## src/rtl/pc_pkg.sv

```systemverilog
// Shared types and helpers for the program-counter unit: the next-PC select
// encoding and the instruction-offset width helper.
package pc_pkg;

    typedef enum logic [2:0] {
        NPC_SEQ,
        NPC_BR,
        NPC_JMP,
        NPC_RET,
        NPC_TRAP,
        NPC_HOLD
    } npc_sel_e;

    // Number of low PC bits that sit inside one instruction (log2 of its size).
    function automatic int ofs_of(input int instr_bytes);
        return $clog2(instr_bytes);
    endfunction

endpackage

```

## src/rtl/pc_ras.sv

```systemverilog
// Return-address stack: circular buffer with a top pointer and a saturating
// count, so a push while full silently overwrites the oldest entry.
module pc_ras
    import pc_pkg::*;
#(
    parameter int PC_W  = 7,
    parameter int DEPTH = 4
) (
    input  logic            clk,
    input  logic            reset,
    input  logic            i_push,
    input  logic            i_pop,
    input  logic [PC_W-1:0] i_data,
    output logic [PC_W-1:0] o_top,
    output logic            o_empty,
    output logic            o_full
);

    localparam int PTR_W = $clog2(DEPTH);
    localparam int CNT_W = PTR_W + 1;

    logic [PC_W-1:0]  r_mem [DEPTH];
    logic [PTR_W-1:0] r_top;
    logic [CNT_W-1:0] r_count;

    logic [PTR_W-1:0] w_top_next;
    logic [CNT_W-1:0] w_count_next;
    logic [PTR_W-1:0] w_wr_ptr;
    logic             w_wr_en;
    logic             w_empty;
    logic             w_full;

    assign w_empty = (r_count == '0);
    assign w_full  = (r_count == CNT_W'(DEPTH));

    // Pop-then-push on a non-empty stack collapses to a top overwrite; on an
    // empty stack the pop is a no-op, so it degenerates to a plain push.
    always_comb begin
        // NOTE: every signal gets a default first so no path leaves it unassigned (no latch).
        w_top_next   = r_top;
        w_count_next = r_count;
        w_wr_ptr     = r_top;
        w_wr_en      = 1'b0;
        if (i_push && i_pop && !w_empty) begin
            w_wr_en  = 1'b1;
            w_wr_ptr = r_top;
        end else if (i_push) begin
            w_top_next = r_top + PTR_W'(1);
            w_wr_ptr   = r_top + PTR_W'(1);
            w_wr_en    = 1'b1;
            if (!w_full) begin
                w_count_next = r_count + CNT_W'(1);
            end
        end else if (i_pop && !w_empty) begin
            w_top_next   = r_top - PTR_W'(1);
            w_count_next = r_count - CNT_W'(1);
        end
    end

    // NOTE: sequential state uses non-blocking assignments so all registers update together at the edge.
    always_ff @(posedge clk or posedge reset) begin
        if (reset) begin
            r_top   <= '0;
            r_count <= '0;
        end else begin
            r_top   <= w_top_next;
            r_count <= w_count_next;
        end
    end

    // NOTE: the storage array is deliberately not reset; the count alone says which entries are live.
    always_ff @(posedge clk) begin
        if (w_wr_en) begin
            r_mem[w_wr_ptr] <= i_data;
        end
    end

    assign o_top   = r_mem[r_top];
    assign o_empty = w_empty;
    assign o_full  = w_full;

endmodule

```

## src/rtl/pc_unit.sv

```systemverilog
// Program-counter unit: prioritised next-PC selection, PC and misalign registers.
// Optional return-address stack is built when the macro PC_RAS_EN is defined.
module pc_unit
    import pc_pkg::*;
#(
    parameter int              PC_W        = 7,
    parameter int              INSTR_BYTES = 4,
    parameter logic [PC_W-1:0] RESET_VEC   = '0,
    parameter int              RAS_DEPTH   = 4
) (
    input  logic            clk,
    input  logic            reset,
    input  logic            stall,
    input  logic            br_taken,
    input  logic [PC_W-1:0] br_target,
    input  logic            jmp,
    input  logic            call,
    input  logic            ret,
    input  logic [PC_W-1:0] jmp_target,
    input  logic            trap,
    input  logic [PC_W-1:0] trap_vec,
    output logic [PC_W-1:0] pc_out,
    output logic [PC_W-1:0] pc_plus,
    output logic            misalign,
    output logic            ras_empty,
    output logic            ras_full
);

    localparam int              OFS      = ofs_of(INSTR_BYTES);
    localparam logic [PC_W-1:0] LOW_MASK = PC_W'((1 << OFS) - 1);

    if ((INSTR_BYTES < 1) || ((INSTR_BYTES & (INSTR_BYTES - 1)) != 0)) begin : g_bad_instr_bytes
        $error("pc_unit: INSTR_BYTES must be a power of two");
    end
    if ((RESET_VEC & LOW_MASK) != '0) begin : g_bad_reset_vec
        $error("pc_unit: RESET_VEC must be instruction aligned");
    end
    if ((RAS_DEPTH < 2) || ((RAS_DEPTH & (RAS_DEPTH - 1)) != 0)) begin : g_bad_ras_depth
        $error("pc_unit: RAS_DEPTH must be a power of two and at least 2");
    end

    logic [PC_W-1:0] r_pc;
    logic            r_misalign;

    npc_sel_e        w_sel;
    logic [PC_W-1:0] w_pc_plus;
    logic [PC_W-1:0] w_ret_target;
    logic [PC_W-1:0] w_raw_target;
    logic [PC_W-1:0] w_pc_next;
    logic            w_redirect;
    logic            w_misalign_next;

    assign w_pc_plus = r_pc + PC_W'(INSTR_BYTES);

`ifdef PC_RAS_EN
    logic            w_ras_push;
    logic            w_ras_pop;
    logic [PC_W-1:0] w_ras_top;
    logic            w_ras_empty;
    logic            w_ras_full;

    // The stack only moves on cycles that actually retire the call/ret.
    assign w_ras_push = call && !stall && !trap;
    assign w_ras_pop  = ret  && !stall && !trap;

    pc_ras #(
        .PC_W  (PC_W),
        .DEPTH (RAS_DEPTH)
    ) u_ras (
        .clk     (clk),
        .reset   (reset),
        .i_push  (w_ras_push),
        .i_pop   (w_ras_pop),
        .i_data  (w_pc_plus),
        .o_top   (w_ras_top),
        .o_empty (w_ras_empty),
        .o_full  (w_ras_full)
    );

    // A simultaneous call means the popped slot is refilled and we go to the callee.
    assign w_ret_target = (call || w_ras_empty) ? jmp_target : w_ras_top;
    assign ras_empty    = w_ras_empty;
    assign ras_full     = w_ras_full;
`else
    assign w_ret_target = jmp_target;
    assign ras_empty    = 1'b1;
    assign ras_full     = 1'b0;
`endif

    always_comb begin
        w_sel = NPC_SEQ;
        if (trap) begin
            w_sel = NPC_TRAP;
        end else if (stall) begin
            w_sel = NPC_HOLD;
        end else if (ret) begin
            w_sel = NPC_RET;
        end else if (call || jmp) begin
            w_sel = NPC_JMP;
        end else if (br_taken) begin
            w_sel = NPC_BR;
        end
    end

    // Trap vectors are aligned like any target but never raise misalign.
    always_comb begin
        w_raw_target = jmp_target;
        w_redirect   = 1'b0;
        w_pc_next    = r_pc;
        unique case (w_sel)
            NPC_TRAP: w_pc_next = trap_vec & ~LOW_MASK;
            NPC_HOLD: w_pc_next = r_pc;
            NPC_RET: begin
                w_raw_target = w_ret_target;
                w_redirect   = 1'b1;
            end
            NPC_JMP: begin
                w_raw_target = jmp_target;
                w_redirect   = 1'b1;
            end
            NPC_BR: begin
                w_raw_target = br_target;
                w_redirect   = 1'b1;
            end
            NPC_SEQ:  w_pc_next = w_pc_plus;
            default:  w_pc_next = r_pc;
        endcase
        if (w_redirect) begin
            w_pc_next = w_raw_target & ~LOW_MASK;
        end
    end

    assign w_misalign_next = w_redirect && ((w_raw_target & LOW_MASK) != '0);

    always_ff @(posedge clk or posedge reset) begin
        if (reset) begin
            r_pc       <= RESET_VEC;
            r_misalign <= 1'b0;
        end else begin
            r_pc       <= w_pc_next;
            r_misalign <= w_misalign_next;
        end
    end

    assign pc_out   = r_pc;
    assign pc_plus  = w_pc_plus;
    assign misalign = r_misalign;

endmodule

```

## config.mk

```make
export PLATFORM = sky130hd
export DESIGN_NAME = pc_unit
export DESIGN_NICKNAME = d
export VERILOG_FILES = /design/src/rtl/pc_pkg.sv /design/src/rtl/pc_ras.sv /design/src/rtl/pc_unit.sv
export SDC_FILE = /design/constraint.sdc
export NUM_CORES = 1
export LEC_CHECK = 0
export ABC_CLOCK_PERIOD_IN_PS = 1650
export CAP_MARGIN = 20
export CORE_MARGIN = 4
export CORE_UTILIZATION = 31
export DETAILED_ROUTE_END_ITERATION = 8
export PLACE_DENSITY = 0.79
export SLEW_MARGIN = 20
export SYNTH_ARGS = -nofsm -noshare
export SYNTH_HDL_FRONTEND = slang
export SYNTH_SLANG_ARGS = --single-unit
```

## constraint.sdc

```tcl
create_clock -name clk -period 1.65 [get_ports clk]
set_input_delay 0.33 -clock clk [delete_from_list [all_inputs] [get_ports clk]]
set_output_delay 0.33 -clock clk [all_outputs]
set_load 0.05 [all_outputs]
```

==> results of run 1 <==
cells by family (layout without fill, tap and decap cells):
logic type               Yosys count  count (layout)  synth area share (%)
buffers and inverters             13              59                  14.8
flip-flops                         6               6                  28.2
adder cells (fa/ha/maj)            1               1                  2.35
AO/OA/AOI/OAI                     15              15                  20.7
multiplexers                       3               3                  5.63
AND/OR/NAND/NOR                   20              20                  22.1
other                              2               6                  1.41
XOR/XNOR                           3               3                  4.93
state kept, by name, summed over array words and instances (netlist names):
signal    cells
pc_out        5
misalign      1
metrics by stage:
stage                       TNS, ns  hold WS [ns]  instance area (um^2)  worst slack, ns  util, %
after detailed placement      -1.11         0.577                  1090           -0.325     70.1
after floorplan                   0         0.121                   623           0.0111        -
final                             0         0.304                  1190           0.0209     76.3
after CTS                 -0.000703         0.306                  1170        -0.000703     75.2
after global placement       -0.796         0.564                  1090           -0.235     70.1
after global routing        -0.0617         0.320                  1190          -0.0499     76.3
layout make-up:
class	count	area (um^2)
fill	99	369
tap	16	20.0
multi-input combinational	48	402
timing repair buffer	51	572
sequential	6	155
clock buffer	4	26.3
inverter	4	15.0
per-layer routing:
layer	track usage [%]	up-vias	routed length [um]
met1	17.1	311	690
met5	0	-	0
met3	0.301	12	119
met4	14.7	0	101
met2	30.8	45	1040
li1	-	320	-
cells in the final DEF, fill, tap and decap left out, types with 3 or more instances in the layout:
cell             instances
nand2_1                  4
inv_1                    4
buf_12                  10
mux2i_1                  3
dlygate4sd2_1            3
conb_1                   6
clkdlybuf4s50_1         22
nor3_1                   3
dfrtp_2                  4
buf_4                   15
clkbuf_4                 3
nor2_1                   4
worst min path at each step:
| stage | to | from |
|---|---|---|
| finish | pc_out[3]$_DFFE_PP0P_ | reset |
| CTS | pc_out[3]$_DFFE_PP0P_ | reset |
| global placement | misalign$_DFF_PP0_ | reset |
| floorplan | misalign$_DFF_PP0_ | reset |
| detailed placement | misalign$_DFF_PP0_ | reset |
| global route | pc_out[5]$_DFFE_PP0P_ | reset |
power by group through the flow:
stage                     Combinational [mW]  Clock (mW)  Sequential (mW)
after global placement                 0.468           0            0.199
after CTS                              0.512       0.160            0.190
after detailed placement               0.478           0            0.201
after floorplan                        0.212           0            0.238
final                                  0.518       0.152            0.190
after global routing                   0.535       0.171            0.193
critical path, cell delays in order, from the launching register on:
cell and delay [ns]:
dfrtp_2 0.41, ha_4 0.18, nand3_4 0.10, xnor2_4 0.19, buf_12 0.16
repair_timing:
action / 4_1_cts / 5_1_grt
resized for setup: 6 / 1
pin swaps: 4 / 4
setup buffers: 6 / 2
setup endpoints to repair: 4 / 3
==> impl_results.html, run 1 <==
<table>
<tr><th>Metric</th><th>Value</th></tr>
<tr><th colspan="2">Die</th></tr>
<tr><td>Placeable core region</td><td>0.00156 mm^2</td></tr>
<tr><td>Number of rows created at floorplan</td><td>14</td></tr>
<tr><td>Overall die width</td><td>49.5 um</td></tr>
<tr><td>Number of top-level pins</td><td>46</td></tr>
<tr><td>Vertical extent of the die</td><td>49.5 um</td></tr>
<tr><td>Total die area</td><td>0.00245 mm^2</td></tr>
<tr><td>Initial Util</td><td>34.2%</td></tr>
<tr><th colspan="2">Route</th></tr>
<tr><td>Post-detailed-route wirelength per cell</td><td>15.1 um</td></tr>
<tr><td>Antenna Nets Post-Route</td><td>0</td></tr>
<tr><td>Detailed Route WL</td><td>1.95 mm</td></tr>
<tr><td>Residual DRC</td><td>0</td></tr>
<tr><td>DR vias/cell</td><td>5.33</td></tr>
<tr><td>First drt pass iteration count</td><td>4</td></tr>
<tr><td>Number of DRC violations after detailed-routing iteration 0</td><td>15</td></tr>
<tr><td>Total number of vias</td><td>688</td></tr>
<tr><th colspan="2">Critical path</th></tr>
<tr><td>Required time reported for the critical path endpoint</td><td>1.32 ns</td></tr>
<tr><td>FF-to-FF setup slack</td><td>0.34 ns</td></tr>
<tr><td>Crit path DAT</td><td>1.30 ns</td></tr>
<tr><td>Critical path capture point</td><td>pc_plus[6]</td></tr>
<tr><td>RR Startpoint</td><td>pc_out[2]$_DFFE_PP0P_</td></tr>
<tr><td>Reg-to-reg critical path endpoint</td><td>pc_out[4]$_DFFE_PP0P_</td></tr>
<tr><td>Critical Path End Type</td><td>output pin</td></tr>
<tr><td>Startpoint kind of the worst setup timing path</td><td>flip-flop</td></tr>
<tr><td>Cell count of the worst reg-to-reg path</td><td>5</td></tr>
<tr><td>Launch point of the worst path</td><td>pc_out[2]$_DFFE_PP0P_</td></tr>
<tr><td>Peak fanout along the critical path</td><td>5</td></tr>
<tr><td>Category of the most critical setup path</td><td>reg2out</td></tr>
<tr><th colspan="2">Synthesis</th></tr>
<tr><td>Syn Std Cell Area</td><td>533 um^2</td></tr>
<tr><td>Cell count after synthesis</td><td>63</td></tr>
<tr><td>Yosys warning count</td><td>0</td></tr>
<tr><td>Leading post-synthesis cells by cell area</td><td>dfrtp_1 28%, buf_4 8.5%, mux2i_1 5.6%</td></tr>
<tr><td>Share of the yosys chip area belonging to registers</td><td>28.2%</td></tr>
<tr><td>Number of flops mapped to enable cells by yosys</td><td>0</td></tr>
<tr><td>Area share of the largest cell type after synthesis</td><td>28.2%</td></tr>
<tr><td>Top cells by count, synth</td><td>6 x buf_4, 6 x dfrtp_1, 4 x inv_1, 4 x nand2_1, 4 x nor2_1</td></tr>
<tr><td>Total of flip-flops plus latches after synthesis</td><td>6</td></tr>
<tr><td>Post-Syn Area per Cell</td><td>8.46 um^2</td></tr>
<tr><td>Fraction of synthesis flops using an asynchronous set or reset pin</td><td>100%</td></tr>
<tr><td>Number of different library cells in the post-synthesis netlist</td><td>29</td></tr>
<tr><td>Ys flop type</td><td>dfrtp_1</td></tr>
<tr><td>Most area-hungry cell type in the Yosys netlist</td><td>dfrtp_1</td></tr>
<tr><th colspan="2">Layout</th></tr>
<tr><td>Number of nets in the final layout</td><td>144</td></tr>
<tr><td>Total inserted antenna cells</td><td>0</td></tr>
<tr><td>Fraction of final layout cells with drive strength greater than 1</td><td>38.1%</td></tr>
<tr><td>Post-synthesis to final-layout area growth</td><td>123%</td></tr>
<tr><td>Filler-free cell count of the finished design</td><td>129</td></tr>
<tr><th colspan="2">Power and ir drop</th></tr>
<tr><td>Areal power density over the cells</td><td>722 mW/mm^2</td></tr>
<tr><td>Int Pwr</td><td>516 uW</td></tr>
<tr><td>Switching share of power</td><td>39.9%</td></tr>
<tr><td>Peak supply drop</td><td>422 uV</td></tr>
<tr><td>Total design power</td><td>859 uW</td></tr>
<tr><td>Leakage</td><td>0.534 nW</td></tr>
<tr><td>Power spent charging and discharging nets</td><td>343 uW</td></tr>
<tr><td>Portion of total power attributed to sequential cells</td><td>22.1%</td></tr>
<tr><td>Combinational Power Share</td><td>60.3%</td></tr>
<tr><td>Part of the total power dissipated in the clock network</td><td>17.6%</td></tr>
<tr><th colspan="2">CTS</th></tr>
<tr><td>Clk root buf</td><td>clkbuf_4</td></tr>
<tr><td>Number of hold buffers added after CTS</td><td>0</td></tr>
<tr><td>Cts bufs inserted</td><td>3</td></tr>
<tr><td>CTS max path bufs</td><td>2</td></tr>
<tr><td>Clock Sink Count</td><td>6</td></tr>
<tr><td>Clock transition at the register clock pins on the worst setup and hold paths after CTS</td><td>0.05 ns</td></tr>
<tr><td>Clock tree from TritonCTS</td><td>done</td></tr>
<tr><td>Number of H-tree levels</td><td>1</td></tr>
<tr><td>Clk_lat worst skew</td><td>0.25 ns</td></tr>
<tr><th colspan="2">Global route</th></tr>
<tr><td>Antenna violations before repair</td><td>0</td></tr>
<tr><td>Wire length of the first global-routing pass</td><td>3.14 mm</td></tr>
<tr><td>Global Route Usage Sum</td><td>16.7%</td></tr>
<tr><td>Vias in the first global route</td><td>714</td></tr>
<tr><td>Pin count of the biggest net entering global routing</td><td>9</td></tr>
<tr><td>Overall overflow remaining after global route</td><td>0</td></tr>
<tr><th colspan="2">Run</th></tr>
<tr><td>Number of maximum-capacitance constraint violations</td><td>0</td></tr>
<tr><th colspan="2">Status</th></tr>
<tr><td>Run status</td><td>finished clean</td></tr>
<tr><th colspan="2">Placement</th></tr>
<tr><td>Placer Congestion</td><td>0.768</td></tr>
<tr><td>Detailed placer's ending HPWL</td><td>1.61 mm</td></tr>
<tr><td>IO Port Bufs</td><td>37</td></tr>
<tr><td>Cell count after placement</td><td>117</td></tr>
<tr><th colspan="2">Min path</th></tr>
<tr><td>Worst hold path type</td><td>in2async</td></tr>
<tr><th colspan="2">Timing</th></tr>
<tr><td>Worst Skew</td><td>0.00917 ns</td></tr>
<tr><td>Final number of max-transition violations</td><td>0</td></tr>
<tr><td>Final Setup Violations</td><td>0</td></tr>
<tr><td>Fmax</td><td>614 MHz</td></tr>
<tr><td>Count of final hold-check violations</td><td>0</td></tr>
<tr><td>Ratio of final minimum period to clock period</td><td>98.7%</td></tr>
<tr><td>Minimum clock period after layout</td><td>1.63 ns</td></tr>
<tr><td>Unrepaired setup endpoints after global routing</td><td>yes</td></tr>
</table>
(Power assumes the default switching activity.)
==> run 2, diff against run 1 <==
PLACE_DENSITY = 0.9   (was 0.79)
==> run 2 against run 1 <==
Effect of this change: routed wire length fell by 0.26%; sequential cell count stayed put; via count down 2.2%; core utilization is 2.2 points higher; count of clock-buffer cells in the layout stayed put; register-to-register slack worse by 0.14 ns; largest cell class unchanged.
==> impl_results.html, run 2 (synthesis results as in run 1) <==
<table>
<tr><th>Metric</th><th>Value</th></tr>
<tr><th colspan="2">Timing</th></tr>
<tr><td>Final Setup Violations</td><td>0 (unchanged)</td></tr>
<tr><td>Tightest hold margin</td><td>0.278 ns (-0.0262 ns)</td></tr>
<tr><td>Fmax</td><td>609 MHz (-0.74%)</td></tr>
<tr><td>Count of final hold-check violations</td><td>0 (unchanged)</td></tr>
<tr><td>Minimum clock period after layout</td><td>1.64 ns (+0.0122 ns)</td></tr>
<tr><td>Unrepaired setup endpoints after global routing</td><td>yes</td></tr>
<tr><td>Final number of max-transition violations</td><td>0 (unchanged)</td></tr>
<tr><td>Ratio of final minimum period to clock period</td><td>99.5% (+0.74 points)</td></tr>
<tr><td>Worst Skew</td><td>0.0152 ns (+0.00599 ns)</td></tr>
<tr><th colspan="2">Die</th></tr>
<tr><td>Number of rows created at floorplan</td><td>14 (unchanged)</td></tr>
<tr><td>Total die area</td><td>0.00245 mm^2 (unchanged)</td></tr>
<tr><td>Vertical extent of the die</td><td>49.5 um (unchanged)</td></tr>
<tr><td>Initial Util</td><td>34.2% (unchanged)</td></tr>
<tr><td>Placeable core region</td><td>0.00156 mm^2 (unchanged)</td></tr>
<tr><td>Number of top-level pins</td><td>46 (unchanged)</td></tr>
<tr><td>Overall die width</td><td>49.5 um (unchanged)</td></tr>
<tr><th colspan="2">Critical path</th></tr>
<tr><td>Required time reported for the critical path endpoint</td><td>1.32 ns (about the same)</td></tr>
<tr><td>Master of the slowest instance on the critical path</td><td>dfrtp_2</td></tr>
<tr><td>Critical path's largest stage delay</td><td>0.41 ns (about the same)</td></tr>
<tr><td>Crit path DAT</td><td>1.31 ns (about the same)</td></tr>
<tr><td>Critical Path End Type</td><td>output pin</td></tr>
<tr><td>Startpoint kind of the worst setup timing path</td><td>flip-flop</td></tr>
<tr><td>Category of the most critical setup path</td><td>reg2out</td></tr>
<tr><td>Cells traversed along the worst timing path</td><td>ha_4 &gt; nand3_4 &gt; xnor2_4 &gt; buf_12</td></tr>
<tr><td>Peak fanout along the critical path</td><td>4 (-1)</td></tr>
<tr><th colspan="2">Layout</th></tr>
<tr><td>Flip-flop count of the largest register, all copies and words added</td><td>5 (unchanged)</td></tr>
<tr><td>Commonest cells after routing, fill and taps aside</td><td>22 x clkdlybuf4s50_1, 18 x buf_4, 10 x buf_12</td></tr>
<tr><td>Leading cell type in the layout, fill and taps excluded</td><td>clkdlybuf4s50_1</td></tr>
<tr><td>Post-synthesis to final-layout area growth</td><td>130%</td></tr>
<tr><td>Fraction of final layout cells with drive strength greater than 1</td><td>39.7% (+1.6 points)</td></tr>
<tr><td>Number of nets in the final layout</td><td>147 (+2.1%)</td></tr>
<tr><td>Final standard cell area without fillers</td><td>0.00122 mm^2 (+2.8%)</td></tr>
<tr><td>Total inserted antenna cells</td><td>0 (unchanged)</td></tr>
<tr><th colspan="2">Power and ir drop</th></tr>
<tr><td>Peak supply drop</td><td>508 uV (+20%)</td></tr>
<tr><td>Areal power density over the cells</td><td>709 mW/mm^2 (-1.9%)</td></tr>
<tr><td>Leakage</td><td>0.570 nW (+6.7%)</td></tr>
<tr><th colspan="2">CTS</th></tr>
<tr><td>Number of hold buffers added after CTS</td><td>0 (unchanged)</td></tr>
<tr><td>CTS max path bufs</td><td>2 (unchanged)</td></tr>
<tr><td>Clk root buf</td><td>clkbuf_4</td></tr>
<tr><td>Cts bufs inserted</td><td>3 (unchanged)</td></tr>
<tr><td>Clk_lat worst skew</td><td>0.26 ns (about the same)</td></tr>
<tr><td>Clock Sink Count</td><td>6 (unchanged)</td></tr>
<tr><td>Clock tree from TritonCTS</td><td>done</td></tr>
<tr><td>Number of H-tree levels</td><td>1 (unchanged)</td></tr>
<tr><td>Clock transition at the register clock pins on the worst setup and hold paths after CTS</td><td>0.06 ns (about the same)</td></tr>
<tr><th colspan="2">Placement</th></tr>
<tr><td>DP Area</td><td>0.00110 mm^2 (+0.69%)</td></tr>
<tr><td>Placer Congestion</td><td>0.775 (+1.0%)</td></tr>
<tr><td>IO Port Bufs</td><td>37 (unchanged)</td></tr>
<tr><td>Detailed placer's ending HPWL</td><td>1.52 mm (-5.3%)</td></tr>
<tr><th colspan="2">Route</th></tr>
<tr><td>Highest routing layer actually used</td><td>met4</td></tr>
<tr><td>Total number of vias</td><td>673 (-2.2%)</td></tr>
<tr><td>Metal2 WL</td><td>1.05 mm (+1.2%)</td></tr>
<tr><td>Post-detailed-route wirelength per cell</td><td>14.7 um (-2.5%)</td></tr>
<tr><td>First drt pass iteration count</td><td>4 (unchanged)</td></tr>
<tr><td>Antenna Nets Post-Route</td><td>0 (unchanged)</td></tr>
<tr><td>Residual DRC</td><td>0 (unchanged)</td></tr>
<tr><td>Number of DRC violations after detailed-routing iteration 0</td><td>12 (-3)</td></tr>
<tr><td>Routed length on met1</td><td>631 um (-8.6%)</td></tr>
<tr><td>Wire length on met3</td><td>161 um (+35%)</td></tr>
<tr><td>Detailed Route WL</td><td>1.94 mm (-0.26%)</td></tr>
<tr><td>DR vias/cell</td><td>5.10 (-4.4%)</td></tr>
<tr><th colspan="2">Global route</th></tr>
<tr><td>Global Route Usage Sum</td><td>15.8% (-0.90 points)</td></tr>
<tr><td>Overall overflow remaining after global route</td><td>0 (unchanged)</td></tr>
<tr><td>Vias in the first global route</td><td>655 (-8.3%)</td></tr>
<tr><td>Pin count of the biggest net entering global routing</td><td>9 (unchanged)</td></tr>
<tr><td>Antenna violations before repair</td><td>0 (unchanged)</td></tr>
<tr><td>Wire length of the first global-routing pass</td><td>2.86 mm (-9.0%)</td></tr>
<tr><th colspan="2">Min path</th></tr>
<tr><td>Worst hold path type</td><td>in2async</td></tr>
<tr><th colspan="2">Status</th></tr>
<tr><td>Run status</td><td>finished clean</td></tr>
<tr><th colspan="2">Run</th></tr>
<tr><td>Number of maximum-capacitance constraint violations</td><td>0 (unchanged)</td></tr>
</table>
## run 2: changes by cell type in the layout (fill, tap and decap cells not counted), sizes merged
cell          change
dlymetal6s2s      +3
buf               +3
dlygate4sd2       -3
## run 2: path summary, 6_finish.rpt
kind / startpoint / end / slack, ns / depth (start not counted)
worst max-delay path: pc_out[2]$_DFFE_PP0P_ / pc_plus[6] / 0.009 / 4
worst max register to register: pc_out[2]$_DFFE_PP0P_ / pc_out[6]$_DFFE_PP0P_ / 0.20 / 6
max in group asynchronous: reset / pc_out[4]$_DFFE_PP0P_ / 1.15 / 2
worst min-delay path: reset / pc_out[3]$_DFFE_PP0P_ / 0.28 / 2
worst min register to register: pc_out[4]$_DFFE_PP0P_ / pc_out[4]$_DFFE_PP0P_ / 0.81 / 3
min in group clk: ret / misalign$_DFF_PP0_ / 0.59 / 5
## run 2: what timing repair did
action,in CTS,in global routing
pin swaps,2,6
endpoints found under the setup margin,4,3
resized for setup,0,6
gates cloned,0,0
buffers inserted,6,4
## run 2: routing by layer
layer  vias to the layer above  global-route usage [%]
met5                         -                       0
met4                         0                    12.4
met3                        11                    3.01
met2                        42                    29.2
met1                       302                    15.1
li1                        318                       -
## run 2: power breakdown
| part | internal, mW | leakage (nW) | switching, mW |
|---|---|---|---|
| logic | 0.266 | 0.487 | 0.257 |
| registers | 0.163 | 0.0682 | 0.0262 |
| clock network | 0.0922 | 0.0150 | 0.0625 |
| total | 0.521 | 0.570 | 0.346 |
## run 2: final cells by class
cell class	count	area, um^2
Tap cell	16	20.0
Clock buffer	4	26.3
Fill cell	81	335
Sequential cell	6	155
Timing Repair Buffer	54	606
Multi-Input combinational cell	48	402
Inverter	4	15.0
## run 2: critical path: cells and delay by family (launching register included)
kind                     cells  cell delay, ns
AND/OR/NAND/NOR              1            0.09
buffers and inverters        1            0.16
adder cells (fa/ha/maj)      1            0.18
XOR/XNOR                     1            0.20
flip-flops                   1            0.41
## run 2: per-stage QoR
stage	total power, mW	TNS (ns)	instances	setup slack (ns)	util (%)
after global routing	0.904	-0.0327	132	-0.0327	78.5
final	0.867	0	132	0.00870	78.5
after global placement	0.669	-0.751	118	-0.236	70.5
after CTS	0.853	-0.0760	128	-0.0445	75.1
after detailed placement	0.679	-1.06	118	-0.331	70.5
after floorplan	0.451	0	67	0.0111	-
==> patch, RTL diff (settings of run 1) <==
The parameter `PC_W` goes from 7 to 14.
--- a/src/rtl/pc_unit.sv
+++ b/src/rtl/pc_unit.sv
@@ -4,5 +4,5 @@
     import pc_pkg::*;
 #(
-    parameter int              PC_W        = 7,
+    parameter int              PC_W        = 14,
     parameter int              INSTR_BYTES = 4,
     parameter logic [PC_W-1:0] RESET_VEC   = '0,
Interface: changed (5 resized); port bits go from 46 to 81. No check against the original RTL was run, so the function may have changed too.
==> patch against run 1 <==
  * The run now ends with setup timing left
  * Synthesized area rose by 120%
  * Sequential share of layout area fell by 1.1 points
  * Maximum frequency fell by 18%
  * Clock power rose by 87%
  * Register-to-register slack got worse by 390 ps
  * Final area rose by 140%
  * Sequential cell count rose by 7
  * Combinational power rose by 130%
  * Worst setup slack got worse by 350 ps
  * Total power rose by 120%
  * Wire length rose to 2.9 times the old value
  * Largest power group unchanged
  * Highest routed layer unchanged
==> patch: results (changes against run 1) <==
metric	value	unit	change
run status	finished with violations		
failing checks	setup timing		
VDD IR max	0.514	mV	+22%
global-route wire length before repair	8.38	mm	+170%
vias per cell	5.28		-1.0%
gpl congestion	0.893		+16%
HPWL after detailed placement	3.86	mm	+140%
top post-synthesis cells by area	dfrtp_1 (28%), mux2i_1 (10%), nand2_1 (6.1%)		
Final setup viols	12		+12
sequential fraction of the synthesis area	27.8	%	-0.39 points
synth unique cells	39		+34%
Setup WS post-layout	-332	ps	-353 ps
met1 wire length	2.02	mm	+190%
vias in the first global route	1775		+150%
CTS max path bufs	2		unchanged
fin nets	318		+120%
met3 routed WL	375	um	+220%
Place WS	-614	ps	-289 ps
Port-buffer cells	72		+95%
Total GRT Usage	21.3	%	+4.7 points
placed insts	305		+160%
maximum number of pins on one net before global-route repair	14		+5
Largest register FFs	12		+7
r2r setup slk	-50	ps	-390 ps
final wirelength	5.70	mm	+190%
Clock Tree Root	clkbuf_8		
Setup TNS Final	-2340	ps	-2340 ps
Crit path largest cell delay	590	ps	+180 ps
Leak	0.00129	uW	+140%
Worst Skew	2.79	ps	-6.38 ps
most frequent cells after synthesis	nand2_1 (19), dfrtp_1 (13), mux2i_1 (12), a21oi_1 (8), inv_1 (8)		
CP top delay family	simple AND/OR/NAND/NOR gates		
met2 WL post-DR	3.09	mm	+200%
Slowest cell on crit path	or4_1		
layout cells sized above 1	51.1	%	+13 points
WL per Instance	18.2	um	+20%
initial detailed-routing violation count	140		+125
Worst EP arrival	1650	ps	+350 ps
Mapped Cells	143		+130%
crit path max fanout	5		unchanged
R2R cell count	4		-1
patch: metal layers:
layer  GRT usage [%]  up-vias
met2            41.9       75
met5               0        -
met3            6.23       23
met1            21.8      791
met4            4.77        0
li1                -      769
patch: per-stage QoR:
stage / hold slack, ps / cell area [um2]
finish: 424 / 2870
global route: 468 / 2870
CTS: 439 / 2780
detailed placement: 529 / 2660
global placement: 516 / 2660
floorplan: 206 / 1380
patch: worst register-to-register path, delay by kind of cell, from the launching register on:
family          cells  cell delay (ps)
compound gates      2              460
flops               1              430
simple gates        2              720
patch: report_power, final:
part	total, uW	switching (uW)	internal, uW
logic	1190	608	583
registers	401	43.0	358
clock network	284	113	171
patch: what timing repair did:
action / CTS / global route
pin swaps: 7 / 8
setup buffers: 3 / 4
resized for setup: 23 / 19
endpoints found under the setup margin: 22 / 21
patch: kinds of logic (layout without fill, tap and decap cells):
kind of cell	Yosys count	after routing	synth area share [%]
AOI/OAI and AO/OA	39	39	24.5
xor gates and xnor gates	4	4	2.99
adders and majority gates	1	1	1.07
buffers and inverters	19	138	8.23
DFF	13	13	27.8
muxes	12	12	10.3
other	2	6	0.641
and+or+nand+nor	53	53	24.6
patch: path summary, 6_finish.rpt:
path                                     to  startpoint
worst max-delay path            pc_plus[11]   pc_out[6]
min in group clk                 pc_out[11]  pc_out[11]
worst min register to register   pc_out[11]  pc_out[11]
max in group asynchronous         pc_out[6]       reset
worst max register to register   pc_out[11]   pc_out[6]
worst min-delay path              pc_out[4]       reset
patch: layout make-up:
cell class                 count  area, um2
timing repair buffer         126       1350
inverter                       8       30.0
sequential                    13        344
fill                         222        790
clock buffer                   4       45.0
multi-input combinational    115       1040
tap                           48       60.1
